[config.mk]
export PLATFORM = sky130hd
export DESIGN_NAME = crc_axis_frame_arbiter
export DESIGN_NICKNAME = d
export VERILOG_FILES = /design/src/rtl/crc_axis_frame_arbiter.sv
export SDC_FILE = /design/constraint.sdc
export NUM_CORES = 1
export LEC_CHECK = 0
export BUFFER_PORTS_ARGS = -buffer_cell sky130_fd_sc_hd__buf_2
export CAP_MARGIN = 20
export CELL_PAD_IN_SITES_DETAIL_PLACEMENT = 1
export CELL_PAD_IN_SITES_GLOBAL_PLACEMENT = 1
export CORE_ASPECT_RATIO = 2
export CORE_MARGIN = 3
export CORE_UTILIZATION = 33
export DETAILED_ROUTE_END_ITERATION = 6
export GPL_TIMING_DRIVEN = 0
export PLACE_DENSITY = 0.85
export SLEW_MARGIN = 20
export SYNTH_ARGS = -nofsm -noshare
export SYNTH_HDL_FRONTEND = slang
export SYNTH_SLANG_ARGS = --single-unit
export TNS_END_PERCENT = 100
[constraint.sdc]
create_clock -name axis_aclk -period 2.5 [get_ports axis_aclk]
set_input_delay 0.375 -clock axis_aclk [delete_from_list [all_inputs] [get_ports axis_aclk]]
set_output_delay 0.375 -clock axis_aclk [all_outputs]
set_load 0.05 [all_outputs]
[src/rtl/crc_axis_frame_arbiter.sv]
// Frame-granular round-robin arbiter: several AXI-Stream sources share one CRC
// transmitter input, with a grant held from first beat until the tlast handshake.
module crc_axis_frame_arbiter #(
    parameter int DATA_WIDTH = 32,
    parameter int NUM_SRC    = 2
) (
    input  logic                          axis_aclk,
    input  logic                          axis_areset,
    input  logic                          enable,
    input  logic [NUM_SRC*DATA_WIDTH-1:0] s_axis_tdata,
    input  logic [NUM_SRC-1:0]            s_axis_tvalid,
    input  logic [NUM_SRC-1:0]            s_axis_tlast,
    output logic [NUM_SRC-1:0]            s_axis_tready,
    output logic [DATA_WIDTH-1:0]         m_axis_tdata,
    output logic                          m_axis_tvalid,
    output logic                          m_axis_tlast,
    input  logic                          m_axis_tready,
    output logic [NUM_SRC-1:0]            grant_onehot,
    output logic                          busy,
    output logic [DATA_WIDTH-1:0]         frame_count_out
);

    localparam int IDXW = (NUM_SRC > 1) ? $clog2(NUM_SRC) : 1;

    typedef enum logic {
        IDLE,
        XFER
    } arbState_t;

    arbState_t             r_state;
    arbState_t             w_nextState;
    logic [IDXW-1:0]       r_gntIdx;
    logic [IDXW-1:0]       r_rrPtr;
    logic [DATA_WIDTH-1:0] r_frameCount;

    logic [DATA_WIDTH-1:0] w_srcData [NUM_SRC];
    logic [IDXW-1:0]       w_selIdx;
    logic [IDXW:0]         w_cand;
    logic                  w_found;
    logic                  w_anyReq;
    logic                  w_grantStart;
    logic                  w_frameEnd;
    logic [IDXW-1:0]       w_ptrNext;

    for (genvar gi = 0; gi < NUM_SRC; gi++) begin : g_unpack
        assign w_srcData[gi] = s_axis_tdata[gi*DATA_WIDTH +: DATA_WIDTH];
    end

    // Search upward from the round-robin pointer, wrapping, for the first requester.
    always_comb begin
        w_selIdx = '0;
        w_found  = 1'b0;
        w_cand   = '0;
        for (int k = 0; k < NUM_SRC; k++) begin
            w_cand = {1'b0, r_rrPtr} + (IDXW+1)'(k);
            if (w_cand >= (IDXW+1)'(NUM_SRC)) begin
                w_cand = w_cand - (IDXW+1)'(NUM_SRC);
            end
            if (!w_found && s_axis_tvalid[w_cand[IDXW-1:0]]) begin
                w_found  = 1'b1;
                w_selIdx = w_cand[IDXW-1:0];
            end
        end
    end

    assign w_anyReq     = |s_axis_tvalid;
    assign w_grantStart = (r_state == IDLE) && enable && w_anyReq;
    assign w_frameEnd   = (r_state == XFER) && s_axis_tvalid[r_gntIdx]
                          && s_axis_tlast[r_gntIdx] && m_axis_tready;
    assign w_ptrNext    = (r_gntIdx == IDXW'(NUM_SRC - 1)) ? '0 : r_gntIdx + IDXW'(1);

    always_ff @(posedge axis_aclk or posedge axis_areset) begin
        if (axis_areset) begin
            r_state <= IDLE;
        end else begin
            r_state <= w_nextState;
        end
    end

    always_comb begin
        w_nextState = r_state;
        case (r_state)
            IDLE:    if (w_grantStart) w_nextState = XFER;
            XFER:    if (w_frameEnd)   w_nextState = IDLE;
            default: w_nextState = IDLE;
        endcase
    end

    // The pointer only moves when a frame completes, so an abandoned frame leaves it untouched.
    always_ff @(posedge axis_aclk or posedge axis_areset) begin
        if (axis_areset) begin
            r_gntIdx     <= '0;
            r_rrPtr      <= '0;
            r_frameCount <= '0;
        end else begin
            if (w_grantStart) begin
                r_gntIdx <= w_selIdx;
            end
            if (w_frameEnd) begin
                r_rrPtr      <= w_ptrNext;
                r_frameCount <= r_frameCount + DATA_WIDTH'(1);
            end
        end
    end

    always_comb begin
        s_axis_tready = '0;
        m_axis_tdata  = '0;
        m_axis_tvalid = 1'b0;
        m_axis_tlast  = 1'b0;
        grant_onehot  = '0;
        busy          = 1'b0;
        if (r_state == XFER) begin
            m_axis_tdata            = w_srcData[r_gntIdx];
            m_axis_tvalid           = s_axis_tvalid[r_gntIdx];
            m_axis_tlast            = s_axis_tlast[r_gntIdx];
            s_axis_tready[r_gntIdx] = m_axis_tready;
            grant_onehot[r_gntIdx]  = 1'b1;
            busy                    = 1'b1;
        end
    end

    assign frame_count_out = r_frameCount;

endmodule

==> results.txt <==
syn_nets: 295
# Post-CTS Setup Buffers: 0
Reg clk slew, reported paths: 0.06 ns
FMAX: 437.2 MHz
CP startpoint kind: register
Wirelength per Cell: 16.94 um
TritonCTS Sinks: 35
Via density: 4.933
status: finished clean
Simple-Gate Fraction of Synth Area: 26.73%
post-synthesis adder-cell area fraction: 0.5568%
Synth Cell Area: 0.002247 mm^2
Die Area: 0.007896 mm^2
Pwr Total: 3466 uW
Final min period: 2.287 ns
power density cells: 1080 mW/mm^2
CTS tree: yes
post-synth top area cell: dfrtp_1
initial antenna violation count: 1
Post-DP HPWL: 6498 um
most frequent cells after synthesis: 35 x dfrtp_1, 34 x mux2i_1, 34 x nor2b_1
Worst EP required: 2.12 ns
crit-path cells: buf_6, buf_2, buf_2, mux2i_1, nor2b_1, buf_2
Tcrit/Tclk final: 91.49%
gr usage total: 19.74%
Final Skew: 0.004973 ns
I/O Pins: 143
Synth Area in Compound Gates: 2.339%
Top FF cell, synth: dfrtp_1
clock buffer depth: 2
Diodes inserted: 0
most common cell in the netlist: dfrtp_1
final slew viol count: 0
top cells by area, synth: dfrtp_1 39%, mux2i_1 15%, nor2b_1 9.5%
Max Cap Violations: 0
synth-to-layout area growth: 42.82%
worst ir drop on vdd: 0.5985 mV
Initial Utilization: 33.94%
Cell variety after synth: 29
Seq/Total Area, Yosys: 38.98%
CP peak stage delay: 0.35 ns
WL final: 7794 um
Root Driver: clkbuf_16
Setup crit end kind: output pin
Slew @ Worst Pin: 0.7438 ns
Rel. slew slack: 50.34%
pin count of the biggest net entering global routing: 36
global route overflow: 0
num rows: 42
CTS hold repair buffers: 0
vias in the first global route: 2361
critical path arrival: 1.91 ns
critical path type: reg2out
XOR/XNOR share of the synthesized area: 12.08%
top-area cell type share of the netlist area: 38.98%
final net count: 444
CP delay by family, top: buffers and inverters
FILL cells: 821
post-CTS resize count: 0
H-tree depth: 2
clock latency on the worst-skew pair: 0.28 ns
Yosys Warn Count: 0
layout cell share with drive strength beyond 1: 44.09%
CP max-delay cell: buf_2
FFs w/ async S/R, synth: 100.0%
RD Place Congestion: 0.7565
Die Height: 122.7 um
main combinational cell family by area after synthesis: simple AND/OR/NAND/NOR gates
# setup viols final: 0
count of final hold-check violations: 0
Syn Area/Cell: 10.12 um^2
total number of vias: 2269
cell with the most instances on the worst path: buf_2
buffers added on ports: 142
worst-path fanout max: 10
r2r setup slk: 0.53 ns
Post-synth EDFFs: 0
antenna-violating nets left: 0
accumulated negative setup slack: 0 ns
unrepaired setup endpoints after global routing: no
Leak: 0.001788 uW
Min Hold Slack: 0.2188 ns
DR iter-0 viols: 43
Buf+Inv Stages, Crit Path: 4
Mapped Cells: 222
global-route wire length before repair: 12050 um
final core utilization: 48.47%
core area: 0.006621 mm^2
DRT Pass-1 Iters: 4
TritonCTS buffer count: 5
synthesis-stage register bit count: 35
Residual DRC: 0
HP Class: in2async
multiplexer share of the synthesized area: 16.65%
Horiz. Die Dim: 64.35 um
placed cells by master (no fill, tap or decap), types with 2 or more instances in the layout:
master,count
nand3_1,9
nand2_1,14
mux2_2,3
nand4_1,12
and3_1,5
clkbuf_1,6
inv_1,3
clkbuf_16,5
nor2b_1,34
mux2i_1,34
and2_1,4
xor2_1,12
and4_1,2
nor2_1,14
buf_2,145
dfrtp_1,35
xnor2_1,19
flip-flops by register name (all words and copies together) (netlist names):
register,cells
r_rrPtr,1
r_gntIdx,1
frame_count_out,32
r_state,1
routing by layer:
layer / vias up / track usage (%) / wire, um
li1: 1051 / - / -
met1: 1069 / 18.28 / 2448
met4: 2 / 6.358 / 129
met2: 133 / 37.63 / 4192
met3: 14 / 8.608 / 1009
met5: - / 0 / 13
final cells by class:
cell class                      instances  area, um^2  share of cell area, %
Multi-Input combinational cell        174        1311                  40.86
Buffer                                  9       45.04                  1.404
Tap cell                               88       110.1                  3.431
Inverter                                4       15.01                 0.4678
Clock inverter                          2       12.51                 0.3899
Clock buffer                            6       128.9                  4.016
Timing Repair Buffer                  142       710.7                  22.14
Sequential cell                        35       875.8                  27.29
worst register-to-register path, stage by stage, from the launching register on:
cell and delay [ns]:
dfrtp_1 0.44, and3_1 0.23, nand3_1 0.17, nor4_4 0.64, nand3_1 0.20, xnor2_1 0.17
path summary, 6_finish.rpt:
path | from | to | depth (start not counted)
worst max-delay path | r_gntIdx | m_axis_tdata[13] | 6
worst min-delay path | axis_areset | frame_count_out[19] | 2
worst max register to register | frame_count_out[2] | frame_count_out[16] | 5
worst min register to register | frame_count_out[31] | frame_count_out[31] | 1
max in group asynchronous | axis_areset | r_state | 2
min in group axis_aclk | s_axis_tvalid[0] | r_gntIdx | 2
power breakdown:
part / leakage [uW] / switching, uW / internal (uW)
clock: 0.0000669 / 235 / 367
combinational: 0.00125 / 1570 / 606
sequential: 0.000468 / 66.1 / 620
total: 0.00179 / 1870 / 1590
kinds of logic after synthesis:
group	Yosys count
and+or+nand+nor	100
muxes	37
DFF	35
xor gates and xnor gates	31
buffers and inverters	13
AOI/OAI and AO/OA	5
adders and majority gates	1
stage by stage:
step | cell area (um^2) | setup slack, ns | cells
floorplan | 2247 | 0.2500 | 222
global placement | 3068 | 0.4880 | 452
detailed placement | 3068 | 0.4704 | 452
CTS | 3209 | 0.1709 | 460
global route | 3209 | 0.05378 | 460
finish | 3209 | 0.2127 | 460
(Power assumes the default switching activity.)
